### src/rtl/mem_access_ctrl.sv
// Data-memory initiator: serialises one load/store at a time onto a big-endian,
// word-wide memory, using read-modify-write for byte stores.
module mem_access_ctrl #(
    parameter logic [31:0] BASE_ADDR = 32'd1024,
    parameter logic [31:0] MEM_BYTES = 32'd256
) (
    input  logic        clk,
    input  logic        rst,
    input  logic        req_valid,
    input  logic        req_write,
    input  logic        req_byte,
    input  logic [31:0] req_addr,
    input  logic [31:0] req_wdata,
    output logic        stall,
    output logic        resp_valid,
    output logic [31:0] resp_rdata,
    output logic        addr_fault,
    output logic        mem_read,
    output logic        mem_write,
    output logic [31:0] mem_address,
    output logic [31:0] mem_wdata,
    input  logic [31:0] mem_rdata
);

    typedef enum logic [1:0] {
        IDLE = 2'd0,
        RD   = 2'd1,
        WR   = 2'd2,
        RESP = 2'd3
    } state_t;

    localparam logic [31:0] LAST_ADDR = BASE_ADDR + MEM_BYTES - 32'd1;

    state_t      state_reg;
    logic        write_reg;
    logic        byte_reg;
    logic        fault_reg;
    logic [29:0] word_addr_reg;
    logic [1:0]  off_reg;
    logic [31:0] wdata_reg;
    logic [31:0] rd_buf_reg;

    logic        req_in_range;
    logic [31:0] merge_word;
    logic [7:0]  lane_bytes [4];
    logic [7:0]  sel_byte;

    // Full 32-bit unsigned window compare; word accesses are checked on the raw
    // address, which is equivalent because the window is word aligned.
    assign req_in_range = (req_addr >= BASE_ADDR) && (req_addr <= LAST_ADDR);

    // Big-endian lane mapping: offset 0 is the most significant byte.
    for (genvar gi = 0; gi < 4; gi++) begin : g_lane
        assign lane_bytes[gi] = rd_buf_reg[31-8*gi -: 8];
        assign merge_word[31-8*gi -: 8] =
            (off_reg == 2'(gi)) ? wdata_reg[7:0] : rd_buf_reg[31-8*gi -: 8];
    end

    assign sel_byte = lane_bytes[off_reg];

    always_ff @(posedge clk or posedge rst) begin
        if (rst) begin
            state_reg     <= IDLE;
            write_reg     <= 1'b0;
            byte_reg      <= 1'b0;
            fault_reg     <= 1'b0;
            word_addr_reg <= '0;
            off_reg       <= '0;
            wdata_reg     <= '0;
            rd_buf_reg    <= '0;
        end else begin
            case (state_reg)
                IDLE: begin
                    if (req_valid) begin
                        write_reg     <= req_write;
                        byte_reg      <= req_byte;
                        word_addr_reg <= req_addr[31:2];
                        off_reg       <= req_addr[1:0];
                        wdata_reg     <= req_wdata;
                        fault_reg     <= ~req_in_range;
                        if (!req_in_range)
                            state_reg <= RESP;
                        else if (req_write && !req_byte)
                            state_reg <= WR;
                        else
                            state_reg <= RD;
                    end
                end
                RD: begin
                    rd_buf_reg <= mem_rdata;
                    state_reg  <= (write_reg && byte_reg) ? WR : RESP;
                end
                WR:      state_reg <= RESP;
                RESP:    state_reg <= IDLE;
                default: state_reg <= IDLE;
            endcase
        end
    end

    // Bus strobes come straight from the state register so an asynchronous
    // reset withdraws a pending write before the memory can commit it.
    always_comb begin
        mem_read    = 1'b0;
        mem_write   = 1'b0;
        mem_address = '0;
        mem_wdata   = '0;
        resp_valid  = 1'b0;
        addr_fault  = 1'b0;
        resp_rdata  = '0;
        case (state_reg)
            RD: begin
                mem_read    = 1'b1;
                mem_address = {word_addr_reg, 2'b00};
            end
            WR: begin
                mem_write   = 1'b1;
                mem_address = {word_addr_reg, 2'b00};
                mem_wdata   = byte_reg ? merge_word : wdata_reg;
            end
            RESP: begin
                resp_valid = 1'b1;
                addr_fault = fault_reg;
                if (!fault_reg && !write_reg)
                    resp_rdata = byte_reg ? {24'h0, sel_byte} : rd_buf_reg;
            end
            default: ;
        endcase
    end

    assign stall = ((state_reg == IDLE) && req_valid) ||
                   (state_reg == RD) || (state_reg == WR);

endmodule

### config.mk
export PLATFORM = sky130hd
export DESIGN_NAME = mem_access_ctrl
export DESIGN_NICKNAME = d
export VERILOG_FILES = /design/src/rtl/mem_access_ctrl.sv
export SDC_FILE = /design/constraint.sdc
export NUM_CORES = 1
export LEC_CHECK = 0
export CAP_MARGIN = 25
export CORE_MARGIN = 4
export CORE_UTILIZATION = 35
export CTS_CLUSTER_DIAMETER = 60
export DETAILED_ROUTE_END_ITERATION = 7
export GPL_ROUTABILITY_DRIVEN = 1
export PLACE_DENSITY = 0.68
export SLEW_MARGIN = 30
export SYNTH_ARGS = -nofsm -noshare
export SYNTH_HDL_FRONTEND = slang
export SYNTH_SLANG_ARGS = --single-unit
### constraint.sdc
create_clock -name clk -period 3.8 [get_ports clk]
set_input_delay 1.14 -clock clk [delete_from_list [all_inputs] [get_ports clk]]
set_output_delay 1.14 -clock clk [all_outputs]
set_load 0.05 [all_outputs]
==> flow_metrics.tcl <==
set metrics [dict create \
    outcome "finished clean" \
    required_ps 2660 \
    rsz0062_at_grt "false" \
    finalCritPeriodShare_pct 92.3 \
    drv_slew 0 \
    syn_to_final_growth_pct 50.8 \
    regToRegEndpoint "wdata_reg[21]" \
    hpwlAfterDp_um 12900 \
    port_buffers 199 \
    drive_gt1_share_pct 29.5 \
    synthTopCellsByCount "101 x dfrtp_1, 98 x mux2_2, 56 x and2_1" \
    synth-async-reset-ratio_pct 100 \
    io-pin-count 202 \
    final_util_pct 53.5 \
    synth.top_cell.area_share_pct 47.0 \
    regArea_sq_um 2530 \
    cts_tree "done" \
    cts_resized 0 \
    die-area_sq_um 17400 \
    setup_viol 0 \
    syn_area_per_cell_sq_um 11.4 \
    crit_type "flop to primary output" \
    whs_path_depth 1 \
    setup_tns_ps 0 \
    grt_remaining_overflow 0 \
    synth.yosys.seq_area_share_pct 47.0 \
    finalWeightedCongestion 0.868 \
    p_per_area_nw_per_um2 1080 \
    crit_arrival_ps 2370 \
    drc_errors 0 \
    clock_latency_ps 350 \
    nets 760 \
    row_count 45 \
    syn_inst 471 \
    multi_input_area_sq_um 2640 \
    max_freq_mhz 285 \
    wl_per_cell_um 20.2 \
    detail-route-antenna-nets 0 \
    grt_pass1_vias 4810 \
    grtUsageMet1_pct 24.1 \
    synth_ff_type "dfrtp_1" \
    dr.pass1.iters 4 \
    min_from "word_addr_reg[14]" \
    dieWidth_um 132 \
    die_h_um 132 \
    busiest_layer "met2" \
    vias_per_cell 5.13 \
    fin_crit_ps 3510 \
    p_leak_nw 3.58 \
    start_util_pct 35.5 \
    htree_levels 3 \
    reg2reg_from "state_reg[0]" \
    synth_edf_count 0 \
    cts_hold_buf 0 \
    syn_area_sq_um 5380 \
    synth_most_common_cell "dfrtp_1" \
    synth_top_area_cell "dfrtp_1" \
    clk_path_buf_depth 2 \
    hold_end "word_addr_reg[14]" \
    grt_start_max_net_pins 69 \
    irDropWorstVdd_v 0.000734 \
    synth.distinct_cells 31 \
    cap_violations 0 \
    yosys_warnings 0 \
    hold_viol 0 \
    clock-sinks 101 \
    post_cts_buffers 0 \
    grt_util_met2_pct 32.6 \
    r2r_slack_ps 1770 \
    design.core.area_sq_um 15100 \
    n_fill_cell 1343 \
    gr-usage-met3_pct 7.82 \
    grt_use_total_pct 19.9 \
    clock_skew_ps 5.25 \
    clk_pin_slew_ps 60 \
    finalWirelength_um 17100 \
    max_slew_margin_pct 41.2 \
    synth_seq_cells 101 \
    drt_iter0_drc 268 \
    worstMarginPinSlew_ps 882 \
    start_kind "flop" \
    cp_max_fo 31 \
    hold_class "flop to flop" \
    synth_top_cells_by_area "dfrtp_1 47%, mux2_2 21%, and2_1 6.5%" \
    antenna_found_initial 1 \
    grt_first_pass_wirelength_um 27200 \
    end_kind "primary output" \
    num_vias 4333 \
    antenna_cells 0 \
    reg2reg_depth 5 \
    cts-root-buf "clkbuf_16" \
    cts_made_buffers 9 \
]
-- power by group --
part | switching, W | internal [W]
Sequential | 0.000614 | 0.00163
Combinational | 0.00321 | 0.00247
Clock | 0.000390 | 0.000471
-- worst max path at each step --
stage	start	endpoint	depth (start not counted)
3_5_place_dp	state_reg[0]	mem_address[2]	5
3_3_place_gp	req_valid	stall	4
6_report	state_reg[0]	mem_address[16]	5
5_1_grt	off_reg[0]	mem_wdata[0]	5
2_1_floorplan	rst	byte_reg	1
4_1_cts	state_reg[0]	mem_address[22]	5
-- cells by family after synthesis --
group                      count (synthesis)  share of synthesized area, %
AOI/OAI and AO/OA                         62                          9.49
adders and majority gates                  5                          1.16
buffers and inverters                     42                          4.12
DFF                                      101                          47.0
muxes                                    122                          25.0
other                                      1                        0.0697
and+or+nand+nor                          138                          13.2
-- critical path, stage by stage (launching register included) --
cell             delay [ps]
dfrtp_1                 380
inv_1                   100
ha_1                    290
buf_4                   250
and2_1                  180
clkdlybuf4s50_1         820
-- per-stage QoR --
step	hold WS [ps]	total power, W	setup slack (ps)	area (sq um)	cells
finish	498	0.00879	292	8110	845
global route	519	0.00927	126	8110	845
CTS	503	0.00887	258	8110	845
detailed placement	488	0.00796	654	7840	831
global placement	481	0.00788	704	7840	831
floorplan	464	0.00572	12.9	5380	472
-- layout make-up --
type                    instances  share of cell area, %
multi-input cells             329                   32.5
flip-flops and latches        101                   31.2
inverters                       4                  0.216
well taps                     188                   2.90
repair buffers                209                   29.9
clock inverters                 2                  0.123
clock buffers                  12                   3.16
-- per-layer routing --
metal	routed length, um	part of all wire, %
met1	6970	41
met5	13	0.076
met2	8290	48
met3	1490	8.7
met4	327	1.9
-- placed cells by master (no fill, tap or decap), types with 2 or more instances in the layout --
| cell | n |
|---|---|
| clkdlybuf4s50_1 | 132 |
| a21boi_0 | 7 |
| buf_4 | 35 |
| nand2b_1 | 2 |
| nor2_1 | 13 |
| nand2_2 | 3 |
| nor4_1 | 6 |
| clkbuf_16 | 9 |
| clkbuf_8 | 2 |
| nand2_1 | 45 |
| dfrtp_1 | 100 |
| inv_1 | 3 |
| a21boi_1 | 2 |
| a22oi_1 | 8 |
| o211a_1 | 24 |
| nand3_1 | 8 |
| ha_1 | 5 |
| clkinv_2 | 2 |
| o2bb2ai_1 | 8 |
| mux2i_1 | 24 |
| buf_12 | 42 |
| conb_1 | 2 |
| and2_1 | 56 |
| o21ai_0 | 10 |
| mux2_2 | 98 |
Power figures use the tool's default switching activity.
